## src/rtl/path_mem_arbiter_pkg.sv

```systemverilog
// Shared definitions for the path memory arbiter: FSM states, requester indices,
// and a small one-hot helper.
package path_mem_arbiter_pkg;

  localparam int unsigned NumReq = 3;

  localparam logic [1:0] ReqPlay = 2'd0;
  localparam logic [1:0] ReqRec  = 2'd1;
  localparam logic [1:0] ReqHost = 2'd2;

  typedef enum logic [1:0] {
    StArb  = 2'd0,
    StMem  = 2'd1,
    StResp = 2'd2
  } state_e;

  function automatic logic [NumReq-1:0] onehot3(input logic [1:0] idx);
    logic [NumReq-1:0] res;
    res = 3'b001 << idx;
    return res;
  endfunction

endpackage

```

## src/rtl/path_mem_arbiter_rr_pick3.sv

```systemverilog
// Combinational round-robin pick among three requesters; search starts just after
// the last winner and wraps round to it.
module path_mem_arbiter_rr_pick3
  import path_mem_arbiter_pkg::*;
(
  input  logic [NumReq-1:0] req_i,
  input  logic [1:0]        last_i,
  output logic [1:0]        win_o,
  output logic              any_o
);

  logic [1:0] first, second, third;

  always_comb begin
    first  = ReqPlay;
    second = ReqRec;
    third  = ReqHost;
    case (last_i)
      ReqPlay: begin
        first  = ReqRec;
        second = ReqHost;
        third  = ReqPlay;
      end
      ReqRec: begin
        first  = ReqHost;
        second = ReqPlay;
        third  = ReqRec;
      end
      default: begin
        first  = ReqPlay;
        second = ReqRec;
        third  = ReqHost;
      end
    endcase

    if (req_i[first]) begin
      win_o = first;
    end else if (req_i[second]) begin
      win_o = second;
    end else begin
      win_o = third;
    end
    any_o = |req_i;
  end

endmodule

```

## src/rtl/path_mem_arbiter.sv

```systemverilog
// Round-robin arbiter giving three requesters serial, one-transaction-at-a-time
// access to the single-port path RAM. Sole driver of the RAM pins.
module path_mem_arbiter
  import path_mem_arbiter_pkg::*;
#(
  parameter int unsigned AddrW = 10,
  parameter int unsigned DataW = 17
) (
  input  logic                    clk_i,
  input  logic                    rst_ni,
  input  logic [NumReq-1:0]       req_i,
  input  logic [NumReq-1:0]       req_wr_i,
  input  logic [NumReq*AddrW-1:0] req_addr_i,
  input  logic [NumReq*DataW-1:0] req_wdata_i,
  output logic [NumReq-1:0]       gnt_o,
  output logic [NumReq-1:0]       rd_valid_o,
  output logic [DataW-1:0]        rd_data_o,
  output logic                    busy_o,
  output logic                    mem_en_o,
  output logic                    mem_we_o,
  output logic [AddrW-1:0]        mem_addr_o,
  output logic [DataW-1:0]        mem_wdata_o,
  input  logic [DataW-1:0]        mem_rdata_i
);

  state_e            state_q;
  logic [1:0]        last_q;
  logic [1:0]        win_q;
  logic [NumReq-1:0] gnt_q;
  logic [NumReq-1:0] rd_valid_q;
  logic [DataW-1:0]  rd_data_q;
  logic              mem_en_q;
  logic              mem_we_q;
  logic [AddrW-1:0]  mem_addr_q;
  logic [DataW-1:0]  mem_wdata_q;

  logic [1:0] win;
  logic       any;

  path_mem_arbiter_rr_pick3 u_pick (
    .req_i  (req_i),
    .last_i (last_q),
    .win_o  (win),
    .any_o  (any)
  );

  // Strobes default low each cycle so Gnt/RdValid/MemEn are single-cycle pulses.
  always_ff @(posedge clk_i) begin
    if (!rst_ni) begin
      state_q     <= StArb;
      last_q      <= ReqHost;
      win_q       <= ReqPlay;
      gnt_q       <= '0;
      rd_valid_q  <= '0;
      rd_data_q   <= '0;
      mem_en_q    <= 1'b0;
      mem_we_q    <= 1'b0;
      mem_addr_q  <= '0;
      mem_wdata_q <= '0;
    end else begin
      gnt_q      <= '0;
      rd_valid_q <= '0;
      mem_en_q   <= 1'b0;
      case (state_q)
        StArb: begin
          if (any) begin
            state_q     <= StMem;
            last_q      <= win;
            win_q       <= win;
            gnt_q       <= onehot3(win);
            mem_en_q    <= 1'b1;
            mem_we_q    <= req_wr_i[win];
            mem_addr_q  <= req_addr_i[win*AddrW +: AddrW];
            mem_wdata_q <= req_wdata_i[win*DataW +: DataW];
          end
        end
        StMem: begin
          mem_we_q <= 1'b0;
          state_q  <= mem_we_q ? StArb : StResp;
        end
        StResp: begin
          rd_data_q  <= mem_rdata_i;
          rd_valid_q <= onehot3(win_q);
          state_q    <= StArb;
        end
        default: begin
          state_q <= StArb;
        end
      endcase
    end
  end

  assign gnt_o       = gnt_q;
  assign rd_valid_o  = rd_valid_q;
  assign rd_data_o   = rd_data_q;
  assign busy_o      = (state_q != StArb);
  assign mem_en_o    = mem_en_q;
  assign mem_we_o    = mem_we_q;
  assign mem_addr_o  = mem_addr_q;
  assign mem_wdata_o = mem_wdata_q;

endmodule
```

## config.mk

```make
export PLATFORM = sky130hd
export DESIGN_NAME = path_mem_arbiter
export DESIGN_NICKNAME = d
export VERILOG_FILES = /design/src/rtl/path_mem_arbiter_pkg.sv /design/src/rtl/path_mem_arbiter_rr_pick3.sv /design/src/rtl/path_mem_arbiter.sv
export SDC_FILE = /design/constraint.sdc
export NUM_CORES = 1
export LEC_CHECK = 0
export ABC_AREA = 1
export BUFFER_PORTS_ARGS = -buffer_cell sky130_fd_sc_hd__clkbuf_2
export CAP_MARGIN = 20
export CORE_MARGIN = 5
export CORE_UTILIZATION = 40
export CTS_CLUSTER_DIAMETER = 100
export CTS_CLUSTER_SIZE = 24
export DETAILED_ROUTE_END_ITERATION = 10
export PLACE_DENSITY = 0.86
export SLEW_MARGIN = 20
export SYNTH_ARGS = -nofsm -noshare
export SYNTH_HDL_FRONTEND = slang
export SYNTH_SLANG_ARGS = --single-unit
```

## constraint.sdc

```tcl
create_clock -name clk_i -period 1.9 [get_ports clk_i]
set_input_delay 0.095 -clock clk_i [delete_from_list [all_inputs] [get_ports clk_i]]
set_output_delay 0.095 -clock clk_i [all_outputs]
set_load 0.05 [all_outputs]
```

==> metrics.md <==
| Metric | Value |
|---|---|
| Run status | complete, no violations |
| Vias per cell | 5.088 |
| Mean Syn Cell Area | around 6.5 µm² |
| Sequential Power Share | about 32% |
| Die width | between 90 and 100 µm |
| Post-synthesis xor/xnor area fraction | 0% |
| Antenna Cells | 0 |
| I/O pins | 159 |
| H-tree depth | 3 |
| Syn nets | 534 |
| Routability congestion estimate | approximately 0.89 |
| Largest fanout on the critical path | 29 |
| Synth Area in Compound Gates | under 10% |
| Maximum clock path buffer count | 2 |
| Max VDD drop | just under 900 µV |
| # DRC | 0 |
| Final min period | around 1.8 ns |
| CP Launch Type | flop |
| Worst Min Path Start | mem_rdata_i[3] |
| Die ar. | 8672 µm² |
| R2R Setup Slk | approximately 0.14 ns |
| Yosys warnings | 0 |
| Max Cap Violations | 0 |
| CTS tree | yes |
| Post-DRT Antenna Nets | 0 |
| Initial detailed-routing violation count | between 200 and 250 |
| Sw Ratio | 41.53% |
| Worst EP arrival | 2.02 ns |
| Netlist cell types | 19 |
| Cells along the critical path | inv_1 > o21ai_0 > nand2_4 > buf_12 > nor2_1 > nor2_1 > a21oi_1 |
| R2R cell count | 7 |
| Share of cells above drive strength 1 | 31.04% |
| Leak pwr | 2.344 nW |
| Drt wl/cell | about 15 µm |
| R2R Path End | mem_addr_o[4] |
| Initial antenna violation count | 0 |
| Switching power | approximately 0.0019 W |
| Die Y | around 93 µm |
| Power Internal | approximately 0.0027 W |
| First-pass GRT wire length | around 16000 µm |
| Worst-skew pair later-pin latency | approximately 0.33 ns |
| Root buffer cell | clkbuf_8 |
| Endpoints failing setup | 0 |
| Clock-pin slew on the worst setup and hold paths | approximately 0.07 ns |
| Row Count | 30 |
| Hold EP | rd_data_o[3] |
| Slew of the pin with the lowest slew margin | between 0.4 and 0.5 ns |
| CTS Buf Count | 9 |
| DR pass1 iterations | 4 |
| Post-synthesis adder-cell area fraction | 0% |
| Rel. slew slack | about two thirds |
| Vias in the first global route | 3619 |
| PortBufs | roughly 160 |
| Max Fclk | around 570 MHz |
| Pin count of the biggest net entering global routing | 33 |
| Hold Path Class | in2reg |
| CTS sink cnt | 57 |
| # fillers | 585 |
| Final-report hold violation count | 0 |
| Register cell area after layout | 1142 µm² |
| Total Power | ~0.0046 W |
| Largest family of logic cells by synthesized area | simple AND/OR/NAND/NOR gates |
| Synth Cell Area | between 2000 and 3000 µm² |
| Comb pwr share | around two fifths |
| Via count | 3587 |
| GRT Overall Usage | about a quarter |
| Initial Util | 40.91% |
| Area share of and/or/nand/nor cells after synthesis | between 40% and 50% |
| Post-synthesis sequential area ratio | approximately 41% |
| Cell count after synthesis | around 430 |
| Gr ovfl total | 0 |
| Crit path capture type | flop |
| Setup tns final | 0 ns |
| Critical-path top delay cell | dfxtp_1 |
| Setup CP Type | reg2reg |
| Count of final max-slew check failures | 0 |
| Crit share post-route | around 90% |
| Post-synthesis mux area share | 0% |
| RSZ-0062 raised after global routing | no |
| Reg2reg start | last_q[0] |
| DP HPWL | a little over 7000 µm |
| Multi-input gate area | between 1000 and 1500 µm² |
| Clock power frac | approximately 28% |
| Critical Path Most Common Cell | nor2_1 |
| Area growth syn-to-layout | 52.69% |
| Core area | 6756 µm² |
| Final #Nets | roughly 730 |
| CP peak stage delay | between 0.4 and 0.5 ns |
| Final Skew | 0.007962 ns |
| Worst EP required | around 2.2 ns |
| Detailed Route WL | just over 10000 µm |
| Hold path depth | 3 |
| FF+latch count, synth | 57 |
| Power per cell area | approximately 1100 nW/µm² |
## synthesized netlist by cell type (all sizes together)
cell type,n,area share [%]
a21oi,12,2.2
buf,14,3.7
clkbuf,11,1.5
clkinv,2,0.27
dfxtp,57,41
inv,37,5.0
nand2,115,16
nand3,78,14
nor2,65,9.2
nor3,4,0.72
nor4,1,0.23
o211ai,1,0.27
o21ai,31,5.6
## power by group through the flow
stage / Combinational, W / Sequential, W / Clock [W]
5_1_grt: 0.00200 / 0.00151 / 0.00134
4_1_cts: 0.00183 / 0.00149 / 0.00129
2_1_floorplan: 0.000713 / 0.00206 / 0
3_5_place_dp: 0.00177 / 0.00151 / 0
3_3_place_gp: 0.00172 / 0.00150 / 0
6_report: 0.00185 / 0.00149 / 0.00127
## worst max path at each step
stage | startpoint | endpoint | slack, ns | cells past startpoint
final | last_q[0] | mem_addr_o[4] | 0.14 | 7
after global placement | req_i[0] | win_q[1] | 0.25 | 8
after global routing | last_q[0] | mem_addr_o[4] | 0.03 | 7
after CTS | last_q[1] | mem_wdata_o[15] | 0.11 | 10
after floorplan | state_q[0] | mem_wdata_o[10] | 0.24 | 8
after detailed placement | last_q[1] | mem_wdata_o[15] | 0.11 | 10
## final cells by class
cell class	instances	share of cell area, %
timing repair buffer	206	30.18
tap	80	2.372
clock buffer	11	3.350
multi-input combinational	307	31.69
inverter	39	3.469
sequential	57	27.07
clock inverter	5	1.868
## state kept, by name, indices dropped and copies added, names as in the netlist
name         flops
mem_wdata_o     17
rd_data_o       17
mem_addr_o      10
gnt_o            3
rd_valid_o       3
last_q           2
state_q          2
mem_en_o         1
mem_we_o         1
win_q            1
## layout by cell type, fill, tap and decap left out, types with 2 or more instances in the layout
cell type        n
clkbuf_2       158
nand2_1        112
nand3_1         78
nor2_1          63
dfxtp_1         56
inv_1           36
dlygate4sd3_1   34
o21ai_0         31
a21oi_1         12
buf_4           11
clkbuf_8        10
nor3_1           4
buf_12           3
nand2_2          2
clkinv_1         2
clkinv_2         2
bufinv_16        2
## cells by family (layout without fill, tap and decap cells)
| family | count (synthesis) | in the layout |
|---|---|---|
| simple gates | 263 | 263 |
| compound gates | 44 | 44 |
| buf+inv | 64 | 261 |
| flops | 57 | 57 |
## stage by stage
step                utilization, %  area, µm²  hold slack [ns]  cells  setup slack (ns)
finish                       62.46       4220          0.02516    705            0.1398
floorplan                        -       2764           0.2212    428            0.2415
detailed placement           53.78       3633           0.3219    654            0.1145
CTS                          62.07       4194         0.009499    704            0.1129
global route                 62.46       4220          0.01780    705           0.02874
global placement             53.78       3633           0.3068    654            0.2505
## timing repair
action | CTS | global route
setup buffers | 0 | 1
resized for setup | 0 | 2
setup endpoints to repair | 0 | 28
endpoints found under the hold margin | 34 | 0
hold buffers | 34 | 0
## worst max-delay path, delay by kind of cell (launching register included)
family                 cells  cell delay, ns
AO/OA/AOI/OAI              2            0.49
buffers and inverters      2            0.34
flip-flops                 1            0.44
AND/OR/NAND/NOR            3            0.41
## layer usage
metal	wire (µm)	part of all wire, %	global-route usage, %	vias to the layer above
li1	-	-	-	1742
met1	3989	39	25.66	1639
met2	5092	49	41.39	180
met3	981	9.5	7.482	26
met4	244	2.4	8.791	0
met5	0	0	0	-
Note: power is estimated with default switching activity, not from simulation.
